--- config.mk ---
export PLATFORM = sky130hd
export DESIGN_NAME = servo_position_driver
export DESIGN_NICKNAME = d
export VERILOG_FILES = /design/src/rtl/servo_position_driver.sv
export SDC_FILE = /design/constraint.sdc
export NUM_CORES = 1
export LEC_CHECK = 0
export ABC_AREA = 0
export BUFFER_PORTS_ARGS = -buffer_cell sky130_fd_sc_hd__buf_2
export CAP_MARGIN = 20
export CORE_AREA = 4 4 175 143
export DETAILED_ROUTE_END_ITERATION = 7
export DIE_AREA = 0 0 179 147
export PLACE_DENSITY = 0.39
export SYNTH_ARGS = -nofsm -noshare
export SYNTH_HDL_FRONTEND = slang
export SYNTH_SLANG_ARGS = --single-unit
--- constraint.sdc ---
create_clock -name clk -period 4.8 [get_ports clk]
set_input_delay 0.96 -clock clk [delete_from_list [all_inputs] [get_ports clk]]
set_output_delay 0.96 -clock clk [all_outputs]
set_load 0.02 [all_outputs]
--- src/rtl/servo_position_driver.sv ---
// servo_position_driver: ramps a held position toward a loaded target and drives servo PWM; define SERVO_RAMP_EN for the stepped ramp, otherwise moves jump immediately
module servo_position_driver #(
  parameter int DATA_WIDTH       = 16,
  parameter int POS_MAX          = 180,
  parameter int RESET_POS        = 90,
  parameter int PERIOD_CYCLES    = 1_000_000,
  parameter int MIN_PULSE_CYCLES = 50_000,
  parameter int CYCLES_PER_UNIT  = 278,
  parameter int STEP_CYCLES      = 500_000
) (
  input  logic                  clk,
  input  logic                  rst,
  input  logic                  load,
  input  logic [DATA_WIDTH-1:0] target,
  output logic                  pwm_out,
  output logic [DATA_WIDTH-1:0] current_pos,
  output logic                  busy,
  output logic                  done,
  output logic                  clamped
);
  localparam int CW = PERIOD_CYCLES > 1 ? $clog2(PERIOD_CYCLES) : 1;
  localparam logic [31:0] RESET_WIDTH = 32'(MIN_PULSE_CYCLES + RESET_POS * CYCLES_PER_UNIT);
  typedef enum logic {IDLE, MOVING} state_t;
  state_t                state_q, state_d;
  logic [DATA_WIDTH-1:0] pos_q, pos_d, tgt_q, tgt_d, tgt_eff, tgt_n;
  logic [CW-1:0]         cnt_q, cnt_d;
  logic [31:0]           width_q, width_d;
  logic                  pwm_q, pwm_d, done_q, done_d, clamped_q, clamped_d, over;
`ifdef SERVO_RAMP_EN
  localparam int SW = STEP_CYCLES > 1 ? $clog2(STEP_CYCLES) : 1;
  logic [SW-1:0] step_q, step_d;
  logic          tick;
`endif
  // Target clamping, sticky clamp flag, and the free-running PWM period with width latched at period start
  always_comb begin
    over      = target > DATA_WIDTH'(POS_MAX);
    tgt_eff   = over ? DATA_WIDTH'(POS_MAX) : target;
    tgt_n     = load ? tgt_eff : tgt_q;
    clamped_d = clamped_q | (load & over);
    cnt_d     = cnt_q == CW'(PERIOD_CYCLES - 1) ? '0 : cnt_q + CW'(1);
    width_d   = cnt_q == '0 ? 32'(MIN_PULSE_CYCLES) + 32'(pos_q) * 32'(CYCLES_PER_UNIT) : width_q;
    pwm_d     = 32'(cnt_q) < width_d;
  end
  // Position FSM: IDLE waits for a load; MOVING steps one unit per tick until the target is reached
  always_comb begin
    state_d = state_q;
    pos_d   = pos_q;
    tgt_d   = tgt_n;
    done_d  = 1'b0;
`ifdef SERVO_RAMP_EN
    tick    = step_q == SW'(STEP_CYCLES - 1);
    step_d  = step_q;
    if (state_q == IDLE) begin
      if (load && tgt_eff != pos_q) begin
        state_d = MOVING;
        step_d  = '0;
      end else if (load) begin
        done_d = 1'b1;
      end
    end else begin
      step_d = tick ? '0 : step_q + SW'(1);
      if (tgt_n == pos_q) begin
        state_d = IDLE;
        done_d  = 1'b1;
      end else if (tick) begin
        pos_d = tgt_n > pos_q ? pos_q + DATA_WIDTH'(1) : pos_q - DATA_WIDTH'(1);
        if (pos_d == tgt_n) begin
          state_d = IDLE;
          done_d  = 1'b1;
        end
      end
    end
`else
    if (load) begin
      pos_d  = tgt_eff;
      done_d = 1'b1;
    end
`endif
  end
  // State registers with synchronous reset to the rest position
  always_ff @(posedge clk) begin
    if (rst) begin
      state_q   <= IDLE;
      pos_q     <= DATA_WIDTH'(RESET_POS);
      tgt_q     <= DATA_WIDTH'(RESET_POS);
      cnt_q     <= '0;
      width_q   <= RESET_WIDTH;
      pwm_q     <= 1'b0;
      done_q    <= 1'b0;
      clamped_q <= 1'b0;
    end else begin
      state_q   <= state_d;
      pos_q     <= pos_d;
      tgt_q     <= tgt_d;
      cnt_q     <= cnt_d;
      width_q   <= width_d;
      pwm_q     <= pwm_d;
      done_q    <= done_d;
      clamped_q <= clamped_d;
    end
  end
`ifdef SERVO_RAMP_EN
  // Step timer, cleared whenever a move starts from IDLE
  always_ff @(posedge clk) begin
    if (rst) step_q <= '0;
    else     step_q <= step_d;
  end
`endif
  assign pwm_out     = pwm_q;
  assign current_pos = pos_q;
  assign busy        = state_q == MOVING;
  assign done        = done_q;
  assign clamped     = clamped_q;
endmodule
==> qor.yml <==
grt:
  grt_usage: 0.122
  grt_pass1_wl_um: 25800
  grt_max_degree: 21
  globalRoute.totalOverflow: 0
  number_of_antenna_violations_at_the_first_check_in_global_routing: 0
  number_of_global_route_vias_before_repair: 5140
logic_synthesis:
  postSynth.asyncResetShare: 0
  netlist_instances: 652
  synth_fa_ha_area_frac: 0.259
  xor_xnor_share_of_the_synthesized_area: 0.0727
  synth_nets: 776
  ys_dominant_reg_cell: "dfxtp_1"
  sequential_to_total_area_share_from_yosys_stat: 0.248
  number_of_enable_flip_flop_cells_after_synthesis: 0
  syn_avg_cell_area_um2: 8.79
  yosys.cell_types.count: 60
  synth_simple_gate_area_frac: 0.185
  synth_compound_area_frac: 0.154
  synth.yosys.warnings: 0
  synth.area.mux_share: 0.0297
  synth_seq_cells: 71
  synth_top_family_by_area: "adder cells"
  netlist_area_um2: 5730
sta:
  clock_skew_ns: 0.00824
  setup_violations: 1
  unrepaired_setup_endpoints_after_global_routing: "true"
  post-route-worst-setup-slack_ns: -0.279
  finalWorstPathRequiredPeriod_ns: 5.08
  report.final.slew_viol_count: 0
  max_freq_ghz: 0.197
  setup_total_negative_slack_ns: -0.279
  timing.final.crit_share: 1.06
  tightestPinTransition_ns: 0.588
  report.final.hold_viol_count: 0
  maxSlewHeadroom: 0.607
floorplanning:
  initial_cell_density_of_the_core: 0.247
  placeableCoreArea_um2: 23200
  floorplan.die_area_um2: 26300
  die_h_um: 147
  io-pin-count: 39
  floorplan.rows: 50
  die_x_um: 179
pwr:
  fin_total_pwr_mw: 3.24
  power.ir.vdd_worst_uv: 183
  power.leakage_nw: 3.65
  power-per-cell-area_nw_per_um2: 413
cts:
  cts-root-buf: "clkbuf_16"
  tritoncts_clock_tree: "done"
  worstSkewPairLatency_ns: 0.34
  count_of_hold_fix_buffers_inserted_at_cts: 0
  cts-buffers-inserted: 9
  clockBufferDepth: 2
  clock_net_sink_count: 71
  cts_htree_levels: 3
  clk_transition_reported_paths_ns: 0.06
setup_path:
  crit_path_start_kind: "flop"
  nature_of_the_critical_path_endpoint: "flop"
  critPathKind: "flop to flop"
  timing.critical_path.required_ns: 5.00
  critical_path_arrival_ns: 5.28
  critical_path_peak_fanout: 5
status:
  run_status: "finished, violations left"
  failing_checks: "setup timing"
detailed_routing:
  detail-route-antenna-nets: 0
  route.final.wire_length_um: 15500
  drtIter0Drc: 186
  routed-via-count: 4968
  drt_drc_violations_left: 0
  drt_pass1_iterations: 4
  routed_wire_length_per_instance_um: 14.1
  avgViaCountPerCell: 4.50
cells_and_area:
  antenna-diode-count: 0
  drive_gt1_frac: 0.310
  areaGrowthSynthToFinish_pct: 36.6
  nets: 913
  mostFrequentLayoutCell: "buf_4"
  layout.cells.most_common_list: "buf_4, nor2_1, ha_1, dfxtp_1, inv_1"
hold_path:
  timing.hold.worst.class: "flop to flop"
place:
  place.detailed.hpwl_um: 12400
  place_congestion: 0.776
  numPortBuffers: 37
  place_worst_setup_slack_ns: -0.349
run:
  max_cap_violations: 0
-- cells in the mapped netlist, types with 3 or more instances --
cell      count  area share
a211o_1       3      0.0046
a211oi_1      7      0.0092
a211oi_2      3      0.0065
a21o_1       17       0.022
a21oi_1      40       0.035
a31oi_1       4      0.0044
and2_1       13       0.014
and3_1        6      0.0065
buf_2         4      0.0035
clkbuf_1     12      0.0079
dfxtp_1      71        0.25
fa_1         23       0.080
ha_1         82        0.18
inv_1        54       0.035
mux2i_1      17       0.030
nand2_1      35       0.023
nand2b_1     11       0.012
nand3_1      17       0.015
nand4_1      10       0.011
nor2_1       76       0.050
nor2b_1       3      0.0033
nor3_1       10      0.0087
nor3_2        4      0.0070
nor3b_1       5      0.0065
nor4_1        5      0.0055
o211ai_1      4      0.0052
o21a_1        7      0.0092
o21ai_0      21       0.018
o21bai_1      3      0.0039
or3_1         4      0.0044
or4_1         5      0.0065
xnor2_1      23       0.035
xor2_1       19       0.029
-- report_power, final --
part / switching [mW] / internal (mW)
Combinational: 0.884 / 0.950
Clock: 0.288 / 0.447
Sequential: 0.0247 / 0.641
-- routing by layer --
layer	vias to the layer above	track usage	wire length, µm
li1	2548	-	-
met1	2370	0.175	7930
met2	44	0.186	6960
met3	6	0.0306	523
met4	0	0.0226	108
met5	-	0	0
-- final cells by class --
class / instances / area (µm²)
clock buffer: 11 / 264
clock inverter: 4 / 51.3
fill: 2390 / 15400
inverter: 54 / 203
multi-input combinational: 508 / 4430
sequential: 71 / 1460
tap: 312 / 390
timing repair buffer: 145 / 1040
-- what timing repair did --
| item | 4_1_cts | 5_1_grt |
|---|---|---|
| pin swaps | 21 | 27 |
| setup endpoints to repair | 1 | 3 |
| setup buffers | 11 | 4 |
| gates resized for setup | 25 | 33 |
-- registers in the layout, indices dropped and copies added (netlist names) --
name and count:
done 1, clamped 1, pwm_out 1, current_pos 16, width_q 32, cnt_q 20
-- metrics by stage --
step	utilization	area (µm²)	std cells	hold WS, ns
6_report	0.337	7830	1105	0.456
5_1_grt	0.337	7830	1105	0.477
4_1_cts	0.327	7600	1101	0.457
3_5_place_dp	0.303	7030	1075	0.446
3_3_place_gp	0.303	7030	1075	0.443
2_1_floorplan	-	5830	652	0.429
-- worst paths after layout --
| kind | from | end | slack [ns] | depth (start not counted) |
|---|---|---|---|---|
| worst max-delay path | current_pos[7]$_SDFFE_PP0P_ | pwm_out$_SDFF_PP0_ | -0.28 | 19 |
| worst min-delay path | width_q[30]$_SDFF_PP0_ | width_q[30]$_SDFF_PP0_ | 0.46 | 1 |
| worst max register to register | current_pos[7]$_SDFFE_PP0P_ | pwm_out$_SDFF_PP0_ | -0.28 | 19 |
| worst min register to register | width_q[30]$_SDFF_PP0_ | width_q[30]$_SDFF_PP0_ | 0.46 | 1 |
-- worst max-delay path, stage by stage, from the launching register on --
cell and delay [ns]:
dfxtp_4 0.37, ha_1 0.32, fa_1 0.51, fa_1 0.51, ha_1 0.35, and3_1 0.21
and4_1 0.23, a211o_1 0.37, xor2_4 0.21, a211oi_2 0.21, nand3b_1 0.14, o21ai_0 0.14
ha_1 0.33, nand4_1 0.14, nor3_2 0.21, nand2_1 0.09, o22ai_1 0.19, o21ai_1 0.13
a21oi_1 0.16, a41oi_2 0.12
-- cell families after synthesis --
kind of cell	Yosys count
AOI/OAI and AO/OA	129
xor gates and xnor gates	45
adders and majority gates	105
buffers and inverters	73
DFF	71
muxes	17
other	1
and+or+nand+nor	211
Note: power is estimated with default switching activity, not from simulation.
